## src/rtl/hamming_enc_pipe.sv

```systemverilog
// hamming_enc_pipe: two-stage (72,64) SEC-DED Hamming encoder with valid/ready flow control and error injection
//   i_clk, i_rst_n                                  clock, asynchronous active-low reset
//   i_en                                            0 zeroes the check bits of words entering stage 2
//   i_pattern, i_valid, o_ready                     input word handshake
//   i_inj_req, i_inj_pos, i_inj_dbl, o_inj_busy     single/double bit error injection
//   o_pattern, o_parity, o_valid, i_ready           encoded output handshake, o_parity = {overall, h[6:0]}
module hamming_enc_pipe #(
    parameter int DATA_W = 64,
    parameter int PAR_W  = 8
) (
    input  logic              i_clk,
    input  logic              i_rst_n,
    input  logic              i_en,
    input  logic [DATA_W-1:0] i_pattern,
    input  logic              i_valid,
    output logic              o_ready,
    input  logic              i_inj_req,
    input  logic [6:0]        i_inj_pos,
    input  logic              i_inj_dbl,
    output logic              o_inj_busy,
    output logic [DATA_W-1:0] o_pattern,
    output logic [PAR_W-1:0]  o_parity,
    output logic              o_valid,
    input  logic              i_ready
);
    logic              s1_v, s2_v, adv, inj_busy, inj_dbl;
    logic [DATA_W-1:0] s1_d, s2_d;
    logic [PAR_W-2:0]  s1_h;
    logic [PAR_W-1:0]  s2_p, par_full;
    logic [6:0]        inj_pos, pos2;
    logic [PAR_W+DATA_W-1:0] inj_mask;

    // Data bit j sits at the j-th non-power-of-two code position counting up from 3.
    function automatic logic [PAR_W-2:0] calc_h(input logic [DATA_W-1:0] d);
        logic [PAR_W-2:0] h;
        int j;
        h = '0;
        j = 0;
        for (int p = 3; p < 72; p++) begin
            if ((p & (p - 1)) != 0) begin
                for (int k = 0; k < PAR_W - 1; k++) h[k] = h[k] ^ (p[k] & d[j]);
                j++;
            end
        end
        return h;
    endfunction

    // One-hot mask over {parity, data} for a code position; 72 is the overall parity bit.
    function automatic logic [PAR_W+DATA_W-1:0] pos_mask(input logic [6:0] q);
        logic [PAR_W+DATA_W-1:0] m;
        int j, k;
        m = '0;
        j = 0;
        k = 0;
        for (int p = 1; p < 72; p++) begin
            if ((p & (p - 1)) == 0) begin
                if (int'(q) == p) m[DATA_W + k] = 1'b1;
                k++;
            end else begin
                if (int'(q) == p) m[j] = 1'b1;
                j++;
            end
        end
        if (q == 7'd72) m[DATA_W + PAR_W - 1] = 1'b1;
        return m;
    endfunction

    assign adv        = s1_v && (!s2_v || i_ready);
    assign o_ready    = !s1_v || !s2_v || i_ready;
    assign o_valid    = s2_v;
    assign o_pattern  = s2_d;
    assign o_parity   = s2_p;
    assign o_inj_busy = inj_busy;

    // Out-of-range positions yield an empty mask, so the armed request is simply discarded on application.
    always_comb begin
        pos2     = (inj_pos == 7'd72) ? 7'd1 : inj_pos + 7'd1;
        inj_mask = (inj_busy && inj_pos != 7'd0 && inj_pos <= 7'd72) ?
                   (pos_mask(inj_pos) | (inj_dbl ? pos_mask(pos2) : '0)) : '0;
        par_full = i_en ? {^{s1_d, s1_h}, s1_h} : '0;
    end

    always_ff @(posedge i_clk or negedge i_rst_n) begin
        if (!i_rst_n) begin
            s1_v     <= 1'b0;
            s1_d     <= '0;
            s1_h     <= '0;
            s2_v     <= 1'b0;
            s2_d     <= '0;
            s2_p     <= '0;
            inj_busy <= 1'b0;
            inj_pos  <= '0;
            inj_dbl  <= 1'b0;
        end else begin
            if (o_ready) begin
                s1_v <= i_valid;
                if (i_valid) begin
                    s1_d <= i_pattern;
                    s1_h <= calc_h(i_pattern);
                end
            end
            if (adv) begin
                s2_v <= 1'b1;
                s2_d <= s1_d ^ inj_mask[DATA_W-1:0];
                s2_p <= par_full ^ inj_mask[DATA_W +: PAR_W];
            end else if (i_ready) begin
                s2_v <= 1'b0;
            end
            // A request arriving while busy is dropped, including on the apply edge itself.
            if (inj_busy) begin
                inj_busy <= !adv;
            end else if (i_inj_req) begin
                inj_busy <= 1'b1;
                inj_pos  <= i_inj_pos;
                inj_dbl  <= i_inj_dbl;
            end
        end
    end
endmodule

```

## config.mk

```make
export PLATFORM = sky130hd
export DESIGN_NAME = hamming_enc_pipe
export DESIGN_NICKNAME = d
export VERILOG_FILES = /design/src/rtl/hamming_enc_pipe.sv
export SDC_FILE = /design/constraint.sdc
export NUM_CORES = 1
export LEC_CHECK = 0
export ABC_CLOCK_PERIOD_IN_PS = 2340
export CORE_MARGIN = 2
export CORE_UTILIZATION = 45
export CTS_BUF_LIST = sky130_fd_sc_hd__clkbuf_8 sky130_fd_sc_hd__clkbuf_16
export DETAILED_ROUTE_END_ITERATION = 12
export PLACE_DENSITY = 0.7
export SLEW_MARGIN = 15
export SYNTH_ARGS = -nofsm -noshare
export SYNTH_HDL_FRONTEND = slang
export SYNTH_SLANG_ARGS = --single-unit
export TNS_END_PERCENT = 30
```

## constraint.sdc

```tcl
create_clock -name i_clk -period 2.34 [get_ports i_clk]
set_input_delay 0.234 -clock i_clk [delete_from_list [all_inputs] [get_ports i_clk]]
set_output_delay 0.234 -clock i_clk [all_outputs]
set_load 0.01 [all_outputs]
```

==> impl_metrics.csv <==
group,metric,value,unit
outcome,status,"finished, final reports clean",
setup_path,startpoint_type,"register",
logic_synthesis,synthArstFlopShare,1.000,
finish,mostFrequentLayoutCell,"xnor2_1",
pwr,seqPwrFrac,0.296,
sta,min_period,2.281,ns
drt,drc,0,
logic_synthesis,synth_edf_count,0,
clock_tree,clockBufferDepth,2,
setup_path,reg2reg_slack,0.06,ns
clock_tree,cts_sinks,154,
finish,area_growth_syn_to_layout,34.27,%
global_route,grt_pass1_wl,38890,um
sta,hold_ws,0.3573,ns
clock_tree,numCtsBuffers,17,
floorplan,die_w,143.3,um
drt,dr.pass1.iters,4,
sta,fmax,438.4,MHz
sta,post-route-period-util,0.9747,
logic_synthesis,synth.distinct_cells,38,
pwr,power_density,1069,nW/um^2
floorplan,die_area,20550,sq um
pwr,p_comb_frac,0.497,
sta,relSlewSlack,0.4346,
pwr,ir_worst_vdd,881.4,uV
drt,drt_wl_total,25330,um
clock_tree,htreeDepth,4,
setup_path,crit_path_end_kind,"register",
drt,wl_met2,12550,um
min_path,worstHoldPathType,"input port to async pin",
logic_synthesis,yosysWarnings,0,
setup_path,cp.arrival,2.63,ns
global_route,grt_max_degree,73,
sta,hold_viol,0,
pwr,finalPower,12.55,mW
drt,highest_layer,"met4",
sta,fin_skew,0.01452,ns
finish,drive_gt1_frac,0.1874,
sta,finalSetupTns,0,ns
clock_tree,insertion_delay,0.43,ns
floorplan,row_count,50,
setup_path,cp-startpoint,"s1_d[52]$_DFFE_PN0P_",
global_route,grt_util_all_layers,0.2559,
setup_path,critPathKind,"register to register",
logic_synthesis,syn_nets,944,
job,max-cap-violations,0,
pwr,power.net_switching,4.546,mW
sta,setup_viol,0,
drt,dr.first_iter.drc_count,450,
finish,stdcell_count,1343,
global_route,overflow,0,
placement,pre_cts_slack,-0.1283,ns
sta,setup_ws,0.05913,ns
drt,via_per_inst,5.040,
drt,drt-met1-wl,10970,um
finish,fin_area,11730,sq um
logic_synthesis,yosysSeqAreaShare,0.4411,
pwr,clkPwrFrac,0.207,
finish,multi_input_area,4818,sq um
finish,regArea,3855,sq um
drt,drt-wirelength-per-cell,18.86,um
setup_path,critPathMaxFanout,3,
clock_tree,clock-root-buffer,"clkbuf_16",
setup_path,r2r_cells,8,
logic_synthesis,syn_avg_cell_area,10.09,sq um
floorplan,coreArea,18890,sq um
finish,fillers,1622,
floorplan,boundaryPins,153,
pwr,p_leak,4.565,nW
finish,final_cell_mix,"193 x xnor2_1, 153 x dfrtp_1, 151 x clkdlybuf4s50_1",
drt,vias,6769,
placement,dp_hpwl,19490,um
placement,dp_cells,1310,
finish,final_util,0.6209,
placement,port_buffers,152,
pwr,internal-power,8.000,mW
logic_synthesis,synth_cells,866,
pwr,netSwitchingFraction,0.3623,
clock_tree,cts.clk_slew.worst_paths,0.07,ns
sta,report.final.slew_viol_count,0,
logic_synthesis,synth_flop_cell,"dfrtp_1",
placement,gp_congestion,0.9378,
clock_tree,tritoncts,"yes",
floorplan,initial_utilization,0.4625,
sta,tightest_slew,0.8393,ns
drt,met3WireLength,1359,um
global_route,antenna_found_initial,0,
setup_path,required,2.69,ns
floorplan,die_y,143.3,um
global_route,grt_pass1_vias,6808,
setup_path,r2r_end,"o_parity[7]$_DFFE_PN0P_",
logic_synthesis,ys_seq_elements,154,
drt,final_antenna_net_count,0,
finish,layout.nets,1148,
logic_synthesis,synth_area,8737,sq um
setup_path,rr_startpoint,"s1_d[52]$_DFFE_PN0P_",
placement,dpl_cell_area,11070,sq um
finish,antenna_cells,0,
## registers in the layout (all words and copies together), names as in the netlist
register,count
o_pattern,64
s1_d,64
o_parity,8
inj_pos,7
s1_h,7
inj_dbl,1
o_inj_busy,1
o_valid,1
s1_v,1
## worst max path at each step
stage                                           to  slack (ns)
final                      o_parity[7]$_DFFE_PN0P_        0.06
after global routing       o_parity[7]$_DFFE_PN0P_       -0.01
after CTS                  o_parity[7]$_DFFE_PN0P_     -0.0009
after detailed placement   o_parity[7]$_DFFE_PN0P_       -0.13
after global placement     o_parity[7]$_DFFE_PN0P_       -0.14
after floorplan           o_pattern[0]$_DFFE_PN0P_        0.37
## routing by layer
metal | up-vias | global-route usage
li1 | 3245 | -
met1 | 3280 | 0.3519
met2 | 210 | 0.4180
met3 | 34 | 0.04832
met4 | 0 | 0.06760
met5 | - | 0
## cells by family (layout without fill, tap and decap cells)
group,after synthesis,in the layout,synth area share
flip-flops,154,154,0.4411
AND/OR/NAND/NOR,233,233,0.1186
XOR/XNOR,261,261,0.2632
AO/OA/AOI/OAI,101,101,0.06272
buffers and inverters,44,261,0.02033
multiplexers,73,73,0.09409
## power groups by stage
stage               Clock [mW]  Combinational (mW)  Sequential, mW
floorplan                    0                3.46            3.80
CTS                       2.64                5.93            3.70
global placement             0                6.09            3.72
global route              2.76                6.70            3.77
finish                    2.60                6.24            3.71
detailed placement           0                6.13            3.73
## cell type report
cell class,count,share of cell area
tap,260,0.02773
clock inverter,13,0.007892
multi-input combinational,668,0.4107
inverter,1,0.0003200
sequential,154,0.3286
timing repair buffer,228,0.1861
clock buffer,19,0.03861
## worst max-delay path: stages, from the launching register on
cell	delay, ns
dfrtp_1	0.41
xor2_1	0.19
xnor2_2	0.33
xnor2_2	0.18
xnor2_2	0.13
xnor3_2	0.48
xnor2_2	0.16
a21o_1	0.18
a31oi_1	0.14
## repair_timing
action	4_1_cts	5_1_grt
hold buffers	1	0
buffers inserted	0	1
setup endpoints to repair	1	5
pin swaps	9	5
resized for setup	4	12
hold endpoints to repair	53	0
## synth_stat cells (all sizes together), types with 4 or more instances
cell,n,share of area
xnor2,203,0.20
dfrtp,154,0.44
nand2,123,0.053
o21ai,82,0.047
mux2,73,0.094
xor2,57,0.057
nor2,46,0.021
clkbuf,26,0.011
buf,17,0.0087
nor3,17,0.0097
nand2b,12,0.0086
nand3,10,0.0057
nor4,6,0.0057
a21o,5,0.0043
nor2b,5,0.0036
or3,5,0.0036
a21oi,4,0.0027
a31oi,4,0.0029
Note: power is estimated with default switching activity, not from simulation.
==> RTL edit: new RTL, same flow settings <==
`DATA_W`: 64 -> 60.
--- a/src/rtl/hamming_enc_pipe.sv
+++ b/src/rtl/hamming_enc_pipe.sv
@@ -5,7 +5,7 @@
 //   i_inj_req, i_inj_pos, i_inj_dbl, o_inj_busy     single/double bit error injection
 //   o_pattern, o_parity, o_valid, i_ready           encoded output handshake, o_parity = {overall, h[6:0]}
 module hamming_enc_pipe #(
-    parameter int DATA_W = 64,
+    parameter int DATA_W = 60,
     parameter int PAR_W  = 8
 ) (
     input  logic              i_clk,
Interface: changed (resized i_pattern and o_pattern); port bits go from 153 to 145. The function was not compared with the original's and may differ.
==> RTL edit against the original RTL <==
Worst hold slack lost 26 ps. Setup slack worse by 19 ps. Cell area down 8.8%. Global-route usage is 0.70 points lower. Sequential cell count fell by 12. Total power down 12%. Die area down 11%. Area after synthesis shrank 11%. Non-clock buffer count fell by 10. Routed wire length decreased by 13%. Highest routed layer unchanged.
==> RTL edit: results (changes against the original RTL) <==
The HPWL after detailed placement was 16,700 um (-14%). The unique cell type count in the Yosys netlist came to 55 (+45%). The post-route clock skew came to 10.5 ps (-4.05 ps). The highest fanout seen on the critical path was 6 (+3). Following the worst setup path forward leads to its endpoint at o_pattern[12]. The via count of the first global-routing pass came out at 6,070 (-11%). The net switching power came to 0.00377 W (-17%). The commonest cells after synthesis are sky130_fd_sc_hd__dfrtp_1, sky130_fd_sc_hd__xnor2_1, sky130_fd_sc_hd__nand2_1. The synthesized instance count came out at 764 (-12%). The proportion of layout cells with a drive suffix above 1 came to 20.4% (+1.7 points). The share of the yosys chip area belonging to registers came to 45.6% (+1.5 points). The power density over the cells came out at 1030 nW/um^2 (-3.6%). The flow ran to the end, and the final reports show no timing, DRC or antenna violations. The hold slack is 331 ps (-25.9 ps). The proportion of power drawn by combinational gates is 44.4% (-5.3 points). The net count after synthesis came out at 838 (-11%). The global placement routability congestion is 0.901 (-3.9%).

The number of iterations in the first detailed-routing pass is 5 (+1). By area the synthesized netlist is led by sky130_fd_sc_hd__dfrtp_1, sky130_fd_sc_hd__xnor2_1, sky130_fd_sc_hd__mux2_2. The register-to-register setup slack is 40 ps (-20 ps).

The pin count of the biggest net entering global routing came out at 64 (-12%). The longest individual stage delay on the worst path came out at 420 ps (-60 ps). The kind of cell with the highest combined delay along the critical path is simple AND/OR/NAND/NOR gates.

The wire length of the first global-routing pass came out at 34,100 um (-12%). The worst endpoint data arrival time is 2650 ps (+20 ps). The worst relative slew slack came to 61.2% (+18 points). The number of buffers added on ports is 144 (-5.3%). The clock share of power came out at 24.8% (+4.1 points). The maximum ir drop on the vdd rail came out at 0.000725 V (-18%).

In this run the critical register-to-register path is captured at o_pattern[12]. The post-detailed-placement cell area came to 9930 um^2 (-10%). The setup slack at placement is -169 ps (-41.2 ps). The final net count is 1,031 (-10%). The cell with the biggest individual delay on the critical path is sky130_fd_sc_hd__dfrtp_1. The cell count after placement came out at 1,159 (-12%).

The final-layout fill cell count came out at 1,463 (-9.8%). The overall track demand over capacity in global routing came out at 24.9% (-0.70 points). The violation count after the first detailed-route iteration is 433 (-3.8%).
RTL edit: cell types whose count changed after synthesis, sizes merged, moves of 7 or more:
| cell | delta |
|---|---|
| o21ai | -8 |
| a21oi | +7 |
| clkbuf | +7 |
| xnor2 | -74 |
| nand2 | -15 |
| dfrtp | -12 |
| mux2 | -7 |
| xor2 | -16 |
RTL edit: logic make-up after synthesis:
| family | synth area share [%] |
|---|---|
| XOR/XNOR | 20.6 |
| flip-flops | 45.6 |
| AO/OA/AOI/OAI | 8.21 |
| buffers and inverters | 2.55 |
| AND/OR/NAND/NOR | 13.4 |
| multiplexers | 9.67 |
RTL edit: cell type report:
type | instances | area [um^2] | area share (%)
multi-input combinational | 576 | 4170 | 39.0
sequential | 142 | 3550 | 33.2
timing repair buffer | 218 | 2090 | 19.6
clock buffer | 21 | 480 | 4.49
tap | 225 | 282 | 2.63
clock inverter | 11 | 115 | 1.08
inverter | 2 | 7.51 | 0.0701
RTL edit: metal layers:
| layer | vias to the layer above | GRT usage [%] | share of wire [%] |
|---|---|---|---|
| met2 | 196 | 38.5 | 46 |
| met1 | 3003 | 35.3 | 47 |
| met3 | 31 | 5.13 | 5.1 |
| met4 | 0 | 7.70 | 1.9 |
| li1 | 2943 | - | - |
| met5 | - | 0 | 0 |
RTL edit: what timing repair did:
| item | CTS | global route |
|---|---|---|
| resized for setup | 7 | 37 |
| setup buffers | 0 | 2 |
| hold buffers | 1 | 0 |
| gates cloned | 0 | 1 |
| endpoints found under the hold margin | 56 | 0 |
| endpoints found under the setup margin | 6 | 28 |
| pin swaps | 0 | 6 |
